`src/rtl/uart_pkg.sv`:
```
// Shared UART definitions: line timing, byte width and the feeder FSM encoding.
package uart_pkg;

  localparam int unsigned CLKS_PER_BIT = 13021;
  localparam int unsigned DATA_W       = 8;

  typedef enum logic [1:0] {
    IDLE,
    START,
    BUSY,
    GAP
  } feeder_state_t;

endpackage

```
`src/rtl/uart_sync_fifo.sv`:
```
// Synchronous FIFO with flush; combinational count/full/empty/head derived from
// the pointers only.
// Ports: clk, rst (async active-low), push/push_data, pop/pop_data_c (head),
//        flush, count_c, full_c, empty_c.
module uart_sync_fifo
  import uart_pkg::*;
#(
  parameter int unsigned DEPTH  = 16,
  parameter int unsigned DATA_W = uart_pkg::DATA_W
) (
  input  logic                       clk,
  input  logic                       rst,
  input  logic                       push,
  input  logic [DATA_W-1:0]          push_data,
  input  logic                       pop,
  output logic [DATA_W-1:0]          pop_data_c,
  input  logic                       flush,
  output logic [$clog2(DEPTH+1)-1:0] count_c,
  output logic                       full_c,
  output logic                       empty_c
);

  localparam int unsigned AW = $clog2(DEPTH);
  localparam int unsigned CW = $clog2(DEPTH+1);

  // Pointers carry one extra MSB so full and empty are distinguishable.
  logic [CW-1:0]     wr_ptr;
  logic [CW-1:0]     rd_ptr;
  logic [DATA_W-1:0] mem [DEPTH];
  logic              do_push;
  logic              do_pop;

  assign count_c    = wr_ptr - rd_ptr;
  assign full_c     = (count_c == CW'(DEPTH));
  assign empty_c    = (count_c == '0);
  assign pop_data_c = mem[rd_ptr[AW-1:0]];

  // Flush wins over both push and pop.
  assign do_push = push && !full_c && !flush;
  assign do_pop  = pop && !empty_c && !flush;

  // Pointer state.
  always_ff @(posedge clk or negedge rst) begin
    if (!rst) begin
      wr_ptr <= '0;
      rd_ptr <= '0;
    end else if (flush) begin
      wr_ptr <= '0;
      rd_ptr <= '0;
    end else begin
      if (do_push) wr_ptr <= wr_ptr + CW'(1);
      if (do_pop)  rd_ptr <= rd_ptr + CW'(1);
    end
  end

  // Storage; contents are don't-care until written.
  always_ff @(posedge clk) begin
    if (do_push) mem[wr_ptr[AW-1:0]] <= push_data;
  end

endmodule

```
`src/rtl/uart_tx_feeder.sv`:
```
// Byte buffer in front of a UART transmitter: queues producer bytes and launches
// them one at a time with a tx_start pulse, waiting for tx_done between bytes.
// Ports: clk, rst (async active-low); in_valid/in_data/in_ready producer side;
//        flush; tx_start/tx_data/tx_active/tx_done transmitter side;
//        count, empty, drop status.
module uart_tx_feeder
  import uart_pkg::*;
#(
  parameter int unsigned DEPTH    = 16,
  parameter int unsigned DATA_W   = uart_pkg::DATA_W,
  parameter int unsigned GAP_CLKS = 0
) (
  input  logic                       clk,
  input  logic                       rst,
  input  logic                       in_valid,
  input  logic [DATA_W-1:0]          in_data,
  output logic                       in_ready,
  input  logic                       flush,
  output logic                       tx_start,
  output logic [DATA_W-1:0]          tx_data,
  input  logic                       tx_active,
  input  logic                       tx_done,
  output logic [$clog2(DEPTH+1)-1:0] count,
  output logic                       empty,
  output logic                       drop
);

  localparam int unsigned GW      = (GAP_CLKS > 1) ? $clog2(GAP_CLKS) : 1;
  localparam bit          HAS_GAP = (GAP_CLKS > 0);

  feeder_state_t     state;
  feeder_state_t     state_nxt;
  logic              tx_start_nxt;
  logic [DATA_W-1:0] tx_data_nxt;
  logic [GW-1:0]     gap_cnt;
  logic [GW-1:0]     gap_cnt_nxt;
  logic              pop_c;
  logic [DATA_W-1:0] head_c;
  logic              full_c;

  // Completion is signalled by tx_done alone; busy level is not needed.
  logic unused_tx_active;
  assign unused_tx_active = tx_active;

  uart_sync_fifo #(
    .DEPTH  (DEPTH),
    .DATA_W (DATA_W)
  ) u_fifo (
    .clk        (clk),
    .rst        (rst),
    .push       (in_valid),
    .push_data  (in_data),
    .pop        (pop_c),
    .pop_data_c (head_c),
    .flush      (flush),
    .count_c    (count),
    .full_c     (full_c),
    .empty_c    (empty)
  );

  assign in_ready = !full_c;

  // Next-state and next-output logic.
  always_comb begin
    state_nxt    = state;
    tx_start_nxt = 1'b0;
    tx_data_nxt  = tx_data;
    gap_cnt_nxt  = gap_cnt;
    pop_c        = 1'b0;
    case (state)
      IDLE: begin
        if (!empty && !flush) begin
          pop_c        = 1'b1;
          tx_data_nxt  = head_c;
          tx_start_nxt = 1'b1;
          state_nxt    = START;
        end
      end
      START: state_nxt = BUSY;
      BUSY: begin
        if (tx_done) begin
          gap_cnt_nxt = '0;
          state_nxt   = HAS_GAP ? GAP : IDLE;
        end
      end
      GAP: begin
        if (gap_cnt == GW'(GAP_CLKS - 1)) state_nxt = IDLE;
        else                              gap_cnt_nxt = gap_cnt + GW'(1);
      end
      default: state_nxt = IDLE;
    endcase
  end

  // State and registered outputs.
  always_ff @(posedge clk or negedge rst) begin
    if (!rst) begin
      state    <= IDLE;
      tx_start <= 1'b0;
      tx_data  <= '0;
      gap_cnt  <= '0;
      drop     <= 1'b0;
    end else begin
      state    <= state_nxt;
      tx_start <= tx_start_nxt;
      tx_data  <= tx_data_nxt;
      gap_cnt  <= gap_cnt_nxt;
      // A byte discarded by flush is not reported as a drop.
      drop     <= in_valid && !in_ready && !flush;
    end
  end

endmodule
```
`config.mk`:
```
export PLATFORM = sky130hd
export DESIGN_NAME = uart_tx_feeder
export DESIGN_NICKNAME = d
export VERILOG_FILES = /design/src/rtl/uart_pkg.sv /design/src/rtl/uart_sync_fifo.sv /design/src/rtl/uart_tx_feeder.sv
export SDC_FILE = /design/constraint.sdc
export NUM_CORES = 1
export LEC_CHECK = 0
export BUFFER_PORTS_ARGS = -buffer_cell sky130_fd_sc_hd__buf_2
export CORE_UTILIZATION = 33
export CTS_CLUSTER_SIZE = 28
export DETAILED_ROUTE_END_ITERATION = 8
export PLACE_DENSITY = 0.54
export SYNTH_ARGS = -nofsm -noshare
export SYNTH_HDL_FRONTEND = slang
export SYNTH_SLANG_ARGS = --single-unit
```
`constraint.sdc`:
```
create_clock -name clk -period 8.08 [get_ports clk]
set_input_delay 0.808 -clock clk [delete_from_list [all_inputs] [get_ports clk]]
set_output_delay 0.808 -clock clk [all_outputs]
set_load 0.02 [all_outputs]
```
**Word level (Yosys, flattened, before mapping)**

Memory sizes are Yosys's and may differ from the RTL's. A register that Yosys moved wholly into a read port is not among the register bits.
Index checks and enable logic that the tools add are counted.
Widths: inputs -> output; s select.

- Add/sub/neg operators: 4
- Eq/ne operators: 7
- Mux-type cells: 15
- Reduce and logical (&&, ||, !) cells: 19

Operators with widths:

| kind | number |
|---|---|
| $mux 5 | 4 |
| $add 5x1->5 const B | 2 |
| $pmux 2 s4 | 1 |
| $logic_and 1x1->1 | 7 |
| $mux 1 | 6 |
| $mux 2 | 3 |
| $ne 2x2->1 const B | 3 |
| $reduce_bool 2->1 | 3 |
| $eq 5x5->1 const B | 1 |
| $logic_not 5->1 | 1 |
| $sub 5x5->5 | 1 |
| $eq 2x2->1 const B | 2 |
| $logic_not 1->1 | 4 |
| $reduce_and 2->1 | 2 |
| $reduce_and 3->1 | 1 |
| $eq 2x1->1 const B | 1 |
| $logic_not 2->1 | 1 |
| $pmux 1 s2 | 1 |
| $add 1x1->1 const B | 1 |

- Bits in registers: 15
- Memory bits (writable): 128
- Bits of input ports: 14
- Output and inout bits: 17
- Word-level logic and storage cells: 52
- Memories: 1

Memory list:

| memory | words | bits a word | rd ports | clocked after Yosys merged registers in | write ports | line | source |
|---|---|---|---|---|---|---|---|
| u_fifo.mem | 16 | 8 | 1 | 1 | 1 | uart_sync_fifo.sv:29 | `logic [DATA_W-1:0] mem [DEPTH];` |

**Depth between registers and ports, before layout**

Gate-level depths: netlist of run 1.

- Depth after elaboration: 10
- Mapped depth: 11
- Mapped depth without buffers: 10

**Cells and area by module**

A second synthesis of run 1 with hierarchy kept.

- Cell total of the unflattened synthesis: 322
- Area, all modules: 6,232.2 um2

Modules (own cells, without submodules):

| module | times used | cells an instance | area each (um2) | seq. area each (um2) |
|---|---|---|---|---|
| uart_sync_fifo | 1 | 290 | 5,739.3 | 4,093.9 |
| uart_tx_feeder | 1 | 32 | 493.0 | 325.3 |

**Least setup slack after synthesis of run 1**

No wires, ideal clock.

- Kind: reg2reg
- From: register u_fifo.rd_ptr[1]
- To: memory u_fifo.mem[8][0], enable pin
- Library setup time: 0.398 ns
- Arrival: 3.656 ns
- Required time: 7.682 ns
- Slack: 4.027 ns
- Cell stages (with the launch flop): 11
- Path buffers: 2
- Clock period less this slack: 4.053 ns
- Cell sequence: dfrtp_1 -> clkbuf_1 -> buf_1 -> inv_1 -> fa_1 -> xor2_2 -> and4b_4 -> o211a_1 -> inv_2 -> nand3_2 -> nor4b_1

- Cells in the longest elaborated chain, start to end: 7

Ends and longest elaborated chain:

| item | line | source |
|---|---|---|
| from (decl) | uart_sync_fifo.sv:28 | `logic [CW-1:0] rd_ptr;` |
| from (signal assigned) | uart_sync_fifo.sv:52 | `if (do_pop) rd_ptr <= rd_ptr + CW'(1);` |
| $sub 5x5->5 | uart_sync_fifo.sv:33 | `assign count_c = wr_ptr - rd_ptr;` |
| net count[2] | uart_tx_feeder.sv:23 | `output logic [$clog2(DEPTH+1)-1:0] count,` |
| $eq 5x5->1 | uart_sync_fifo.sv:34 | `assign full_c = (count_c == CW'(DEPTH));` |
| $logic_not 1->1 | n/a |  |
| net in_ready | uart_tx_feeder.sv:17 | `output logic in_ready,` |
| $logic_and 1x1->1 (2 in series) | uart_sync_fifo.sv:39 | `assign do_push = push && !full_c && !flush;` |
| $mux 1 | uart_sync_fifo.sv:58 | `if (do_push) mem[wr_ptr[AW-1:0]] <= push_data;` |
| $mux 1 (not written as such) | uart_sync_fifo.sv:58 |  |
| to (decl) | uart_sync_fifo.sv:29 |  |

The timed path passes the listed nets, and every way through them passes these cells.

**Worst setup path in the final report of run 1**

- From: register u_fifo.rd_ptr[0]
- To: output port in_ready

- Cells in the longest elaborated chain, start to end: 3

Ends and longest elaborated chain:

| item | line | source |
|---|---|---|
| $sub 5x5->5 | uart_sync_fifo.sv:33 |  |
| $eq 5x5->1 | uart_sync_fifo.sv:34 |  |
| $logic_not 1->1 | uart_tx_feeder.sv:61 | `assign in_ready = !full_c;` |
| to (decl) | uart_tx_feeder.sv:17 |  |

No other way between the ends.

==> results of run 1 <==
[per-layer routing]
| metal | track usage [%] | vias to the layer above | share of wire [%] |
|---|---|---|---|
| li1 | - | 1446 | - |
| met3 | 3.92 | 7 | 4.1 |
| met4 | 4.74 | 0 | 0.80 |
| met1 | 18.2 | 1646 | 45 |
| met2 | 23.5 | 61 | 50 |
| met5 | 0 | - | 0 |
[final timing paths]
check                                        startpoint                            to  slack, ns  depth (start not counted)
min                                                 rst        tx_data[2]$_DFFE_PN0P_       0.37                          1
min reg2reg                         gap_cnt$_DFFE_PN0P_          state[1]$_DFFE_PN0P_       0.49                          1
max reg2reg                u_fifo.rd_ptr[0]$_DFFE_PN0P_   u_fifo.mem[12][3]$_DFFE_PP_       4.06                         10
max                        u_fifo.rd_ptr[0]$_DFFE_PN0P_                      in_ready       3.99                          9
max in group asynchronous                           rst  u_fifo.rd_ptr[0]$_DFFE_PN0P_       7.31                          1
min in group clk                    gap_cnt$_DFFE_PN0P_          state[1]$_DFFE_PN0P_       0.49                          1
[power by group]
group / total [mW] / switching [mW] / internal, mW
Sequential: 0.921 / 0.0260 / 0.895
Combinational: 0.603 / 0.327 / 0.277
Clock: 0.696 / 0.306 / 0.389
Total: 2.22 / 0.659 / 1.56
[cell type report]
type                    count  area (um2)  share of cell area, %
flip-flops and latches    151        4420                   61.6
multi-input cells         166        1700                   23.6
clock buffers              19         433                   6.03
well taps                 229         287                   3.99
repair buffers             40         228                   3.17
clock inverters            12        80.1                   1.11
inverters                  10        37.5                  0.523
[critical path, cell delays in order (launching register included)]
cell     delay, ns
dfrtp_2       0.33
buf_4         0.56
ha_1          0.27
inv_1         0.05
fa_1          0.41
and3_1        0.19
or3_1         0.42
o211a_1       0.20
inv_2         0.18
buf_2         0.20
[kinds of logic after synthesis]
kind of cell,count (synthesis),synth area share [%]
flops,151,71.1
simple gates,72,6.12
mux,44,14.2
compound gates,37,4.13
buf+inv,24,1.77
fa+ha+maj,10,2.13
xor+xnor,3,0.544
[per-stage QoR]
| stage | hold WS, ns | setup slack, ns | instance area (um2) | instances | total power, mW |
|---|---|---|---|---|---|
| floorplan | 0.453 | 4.03 | 6210 | 341 | 1.41 |
| global placement | 0.470 | 4.00 | 6670 | 596 | 1.55 |
| detailed placement | 0.484 | 3.96 | 6670 | 596 | 1.56 |
| CTS | 0.382 | 3.91 | 7180 | 627 | 2.25 |
| global route | 0.399 | 3.71 | 7180 | 627 | 2.33 |
| finish | 0.371 | 3.99 | 7180 | 627 | 2.22 |
[sequential cells by signal (all words and copies together) (netlist names)]
signal	cells
u_fifo.wr_ptr	5
u_fifo.mem	128
u_fifo.rd_ptr	5
state	2
tx_data	8
gap_cnt	1
drop	1
tx_start	1
[cell usage in the layout, fill, tap and decap left out, types with 2 or more instances in the layout]
cell | netlist | final
a21o_1 | 3 | 3
a21oi_1 | 8 | 8
a22oi_1 | 16 | 16
and3_1 | 2 | 2
buf_2 | 4 | 29
buf_4 | 0 | 11
clkbuf_1 | 7 | 2
clkbuf_16 | 0 | 17
clkinv_1 | 0 | 3
clkinv_2 | 0 | 2
clkinvlp_4 | 0 | 4
dfrtp_1 | 23 | 22
edfxtp_1 | 128 | 128
ha_1 | 9 | 9
inv_1 | 9 | 9
inv_6 | 0 | 2
mux2_2 | 3 | 3
mux2_4 | 7 | 7
mux4_2 | 32 | 32
nand2_1 | 21 | 21
nand3_1 | 2 | 2
nand3b_1 | 3 | 3
nand4_1 | 4 | 4
nor2_1 | 15 | 15
nor2b_1 | 2 | 2
nor3_1 | 8 | 8
nor3b_1 | 3 | 3
o21ai_0 | 6 | 6
or3_1 | 5 | 5
==> impl_metrics.env, run 1 <==
export IMPL_synth_edff_count=128
export IMPL_synth_seq_cells=151
export IMPL_coreArea_um2=18200
export IMPL_grt_overflow_total=0
export IMPL_ant_nets=0
export IMPL_crit_fanout=37
export IMPL_ys_top_cells_by_area="edfxtp_1 (62%), mux4_2 (12%), dfrtp_1 (9.3%)"
export IMPL_start_util_pct=34.1
export IMPL_yosysTopAreaCell="edfxtp_1"
export IMPL_power_density_nw_per_um2=309
export IMPL_wl_mm=12.6
export IMPL_drt_vias_per_instance=5.04
export IMPL_cts_tree="built"
export IMPL_cts_buffer_depth=2
export IMPL_slew_viol_final=0
export IMPL_relSlewSlack_pct=37.3
export IMPL_antenna_found_initial=0
export IMPL_cp_start_kind="flip-flop"
export IMPL_vdd_ir_drop_max_mv=0.104
export IMPL_synth_common_cells="edfxtp_1 (128), mux4_2 (32), dfrtp_1 (23)"
export IMPL_drc=5
export IMPL_violations="DRC"
export IMPL_skew_ns=0.00579
export IMPL_grt_pass1_wl_mm=19.8
export IMPL_tritoncts_num_buffers=17
export IMPL_grt_max_degree=38
export IMPL_crit_arrival_ns=3.28
export IMPL_drt_pass1_iter_count=7
export IMPL_cts_sinks=151
export IMPL_fmax_mhz=245
export IMPL_cts_root_buf="clkbuf_16"
export IMPL_ios=31
export IMPL_drt_iter0_drc=204
export IMPL_die_area_um2=19400
export IMPL_grt_pass1_vias=3313
export IMPL_ys_seq_area_share_pct=71.1
export IMPL_clock_latency_ns=0.42
export IMPL_p_leak_nw=2.47
export IMPL_period_share_pct=50.6
export IMPL_fp_dieH_um=139
export IMPL_drive_gt1_share_pct=29.4
export IMPL_die_width_um=139
export IMPL_htree_levels=4
export IMPL_crit_type="flip-flop to primary output"
export IMPL_ys_flop_type="edfxtp_1"
export IMPL_fill_cells=1634
export IMPL_grt_total_usage_pct=14.3
export IMPL_synth_most_common_cell="edfxtp_1"
export IMPL_synth_top_area_share_pct=61.9
export IMPL_wire_per_inst_um=20.2
export IMPL_hold_violations=0
export IMPL_dpl_hpwl_mm=7.88
export IMPL_utilization_pct=39.4
export IMPL_maxCapViolCount=0
export IMPL_yosysWarnings=0
export IMPL_tightest_slew_ns=0.937
export IMPL_cts_setup_buffers=0
export IMPL_hold_buffers=0
export IMPL_synth_avg_cell_area_um2=18.2
export IMPL_hp_class="input pin to async pin"
export IMPL_clk_pin_slew_ns=0.06
export IMPL_fin_nets=410
export IMPL_synth_fp_nets=365
export IMPL_ctsResizeCount=0
export IMPL_status="finished, violations left"
export IMPL_synthCells=341
export IMPL_fin_crit_ns=4.09
export IMPL_required_ns=7.27
export IMPL_critPathCaptureType="primary output"
export IMPL_synth_async_sr_flop_share_pct=15.2
export IMPL_area_growth_pct=15.6
export IMPL_tns_ns=0
export IMPL_netlist_area_um2=6210
export IMPL_core_rowCount=49
export IMPL_vias=3160
export IMPL_gp_congestion=0.744
export IMPL_n_antenna_cell=0
export IMPL_finalSetupViolations=0
export IMPL_portBuffers=29
export IMPL_rsz0062_at_grt="false"
export IMPL_yosysUniqueCellTypes=43
Power figures use the tool's default switching activity.
==> run 2: changes to the inputs <==
ABC_AREA = 1   (was unset)
PLACE_DENSITY = 0.56   (was 0.54)
clock period = 3.5 ns   (was 8.08 ns; I/O delays follow)
==> run 2 against run 1 <==
The flow now finishes without violations; utilization shrank 0.11 points; combinational power grew to 2.9 times the previous value; clock skew is 0.0026 ns higher; synthesized area is 11% higher; via count up 46%; sequential share of layout area fell by 6.2 points; sequential power is 130% higher; worst setup slack got worse by 3.5 ns; worst hold slack worse by 0.16 ns; highest routed layer unchanged.
==> impl_metrics.env, run 2 <==
export IMPL_rrSetupSlack_ns=0.69
export IMPL_yosysTopAreaCell="edfxtp_1"
export IMPL_crit_top_cell="inv_1"
export IMPL_cp_endpoint="empty"
export IMPL_grt_overflow_total=0
export IMPL_n_antenna_cell=0
export IMPL_drt_pass1_iter_count=4
export IMPL_worstReg2RegEnd="u_fifo.mem[5][3]$_DFFE_PP_"
export IMPL_ys_seq_area_share_pct=64.3
export IMPL_ys_flop_type="edfxtp_1"
export IMPL_ios=31
export IMPL_cts_tree="built"
export IMPL_fin_nets=769
export IMPL_clock_latency_ns=0.42
export IMPL_required_ns=3.15
export IMPL_grt_pass1_vias=4352
export IMPL_largest_reg_flops=128
export IMPL_fmax_mhz=337
export IMPL_rr_worst_depth=12
export IMPL_fin_crit_ns=2.97
export IMPL_grt_pass1_wl_mm=24.4
export IMPL_cts_root_buf="clkbuf_16"
export IMPL_drive_gt1_share_pct=13.0
export IMPL_synthCells=702
export IMPL_multiInputGateArea_um2=1980
export IMPL_grt_total_usage_pct=15.4
export IMPL_synth_most_common_cell="nand2_1"
export IMPL_power_density_nw_per_um2=706
export IMPL_slew_viol_final=0
export IMPL_tightest_slew_ns=0.717
export IMPL_ys_top_cells_by_area="edfxtp_1 (56%), nand2_1 (14%), dfrtp_1 (8.4%)"
export IMPL_synth_fp_nets=726
export IMPL_fp_dieH_um=146
export IMPL_r2r_start="u_fifo.wr_ptr[0]$_DFFE_PN0P_"
export IMPL_coreArea_um2=20300
export IMPL_final_common_cell="nand2_1"
export IMPL_status="finished, final reports clean"
export IMPL_start_util_pct=33.9
export IMPL_core_rowCount=52
export IMPL_clk_pin_slew_ns=0.06
export IMPL_synth_common_cells="nand2_1 (252), edfxtp_1 (128), nand3_1 (111)"
export IMPL_yosysWarnings=0
export IMPL_tns_ns=0
export IMPL_netlist_area_um2=6880
export IMPL_period_share_pct=84.8
export IMPL_crit_type="flip-flop to primary output"
export IMPL_wire_per_inst_um=15.0
export IMPL_drt_iter0_drc=326
export IMPL_die_area_um2=21400
export IMPL_antenna_found_initial=0
export IMPL_wl_mm=15.4
export IMPL_vias=4622
export IMPL_die_width_um=146
export IMPL_hold_violations=0
export IMPL_cp_slowest_cell="dfrtp_1"
export IMPL_grt_max_degree=63
export IMPL_vdd_ir_drop_max_mv=0.371
export IMPL_regArea_um2=4420
export IMPL_tritoncts_num_buffers=17
export IMPL_relSlewSlack_pct=52.2
export IMPL_fill_cells=1997
export IMPL_critPathCaptureType="primary output"
export IMPL_ant_nets=0
export IMPL_synth_async_sr_flop_share_pct=15.2
export IMPL_crit_start="u_fifo.wr_ptr[0]$_DFFE_PN0P_"
export IMPL_finalSetupViolations=0
export IMPL_crit_path_max_incr_delay_ns=0.43
export IMPL_cts_sinks=151
export IMPL_synth_edff_count=128
export IMPL_cts_setup_buffers=0
export IMPL_skew_ns=0.00839
export IMPL_crit_fanout=5
export IMPL_timing_hold_ws_ns=0.206
export IMPL_crit_arrival_ns=2.62
export IMPL_gp_congestion=0.744
export IMPL_portBuffers=29
export IMPL_cp_buffers_inverters=3
export IMPL_drc=0
export IMPL_p_leak_nw=3.50
export IMPL_drt_vias_per_instance=4.50
export IMPL_hp_class="input pin to flip-flop"
export IMPL_cts_buffer_depth=2
export IMPL_utilization_pct=39.3
export IMPL_dpl_hpwl_mm=9.48
export IMPL_rsz0062_at_grt="false"
export IMPL_htree_levels=4
export IMPL_cp_start_kind="flip-flop"
export IMPL_crit_cells=9
export IMPL_maxCapViolCount=0
export IMPL_worstPathCellList="inv_1, ha_1, inv_1, fa_1, or2_1, nor2_2, nand3_1, nor2_1, buf_2"
export IMPL_synth_seq_cells=151
export IMPL_area_growth_pct=16.1
export IMPL_yosysUniqueCellTypes=26
export IMPL_synth_top_area_share_pct=55.9
export IMPL_crit_family="simple AND/OR/NAND/NOR gates"
export IMPL_layout_common_cells="nand2_1 (252), edfxtp_1 (128), nand3_1 (111), inv_1 (83), buf_2 (29)"
export IMPL_ctsResizeCount=0
export IMPL_synth_avg_cell_area_um2=9.79
[run 2: cell count changes after synthesis, moves of 7 or more]
cell,previous run,this run
nor2_1,15,24
nand3_1,2,111
nor3_1,8,0
a22oi_1,16,0
mux4_2,32,0
clkbuf_1,7,14
nand2_1,21,252
buf_2,4,13
a21oi_1,8,1
mux2_4,7,0
inv_1,9,83
[run 2: cells by family (layout without fill, tap and decap cells)]
kind of cell / count (synthesis) / after routing / share of synthesized area, %
buffers and inverters: 121 / 175 / 6.95
AOI/OAI and AO/OA: 5 / 5 / 0.491
and+or+nand+nor: 409 / 409 / 25.6
adders and majority gates: 10 / 10 / 1.93
DFF: 151 / 151 / 64.3
xor gates and xnor gates: 6 / 6 / 0.764
[run 2: stage by stage]
| step | power, mW | instances | area (um2) | worst slack, ns |
|---|---|---|---|---|
| CTS | 5.69 | 1026 | 7990 | 0.500 |
| finish | 5.64 | 1026 | 7990 | 0.532 |
| global placement | 3.91 | 995 | 7410 | 0.720 |
| global route | 5.96 | 1026 | 7990 | 0.368 |
| floorplan | 3.36 | 702 | 6880 | 0.520 |
| detailed placement | 3.92 | 995 | 7410 | 0.694 |
[run 2: routing by layer]
metal / track usage (%) / routed length, um
met3: 3.16 / 564
met1: 20.3 / 7130
met2: 25.0 / 7420
met4: 5.83 / 250
met5: 0 / 0
[run 2: area by class of cell]
type,instances,share of cell area [%]
clock buffers,21,5.52
multi-input cells,430,24.8
repair buffers,55,4.29
flip-flops and latches,151,55.4
inverters,90,4.23
clock inverters,9,1.60
well taps,270,4.23
[run 2: report_power, final]
part           leakage [nW]  total (mW)  switching [mW]  internal (mW)
registers              1.45        2.13          0.0621           2.07
logic                  1.77        1.73            1.23          0.501
clock network         0.271        1.78           0.670           1.11
[run 2: worst min path at each step]
stage,from,end,cells after the start,slack [ns]
after floorplan,rst,drop$_DFF_PN0_,0,0.05
after global placement,rst,tx_start$_DFF_PN0_,1,0.37
after detailed placement,rst,tx_start$_DFF_PN0_,1,0.38
after CTS,tx_done,gap_cnt$_DFFE_PN0P_,4,0.20
after global routing,tx_done,gap_cnt$_DFFE_PN0P_,4,0.21
final,tx_done,gap_cnt$_DFFE_PN0P_,4,0.21
[run 2: tightest hold or removal path: stages]
cell     delay [ns]
buf_2          0.09
nand2_1        0.05
nand2_1        0.05
nand2_1        0.05
[run 2: timing repair]
item / in CTS / in global routing
setup endpoints to repair: 0 / 0
hold buffers: 1 / 0
hold endpoints to repair: 23 / 0
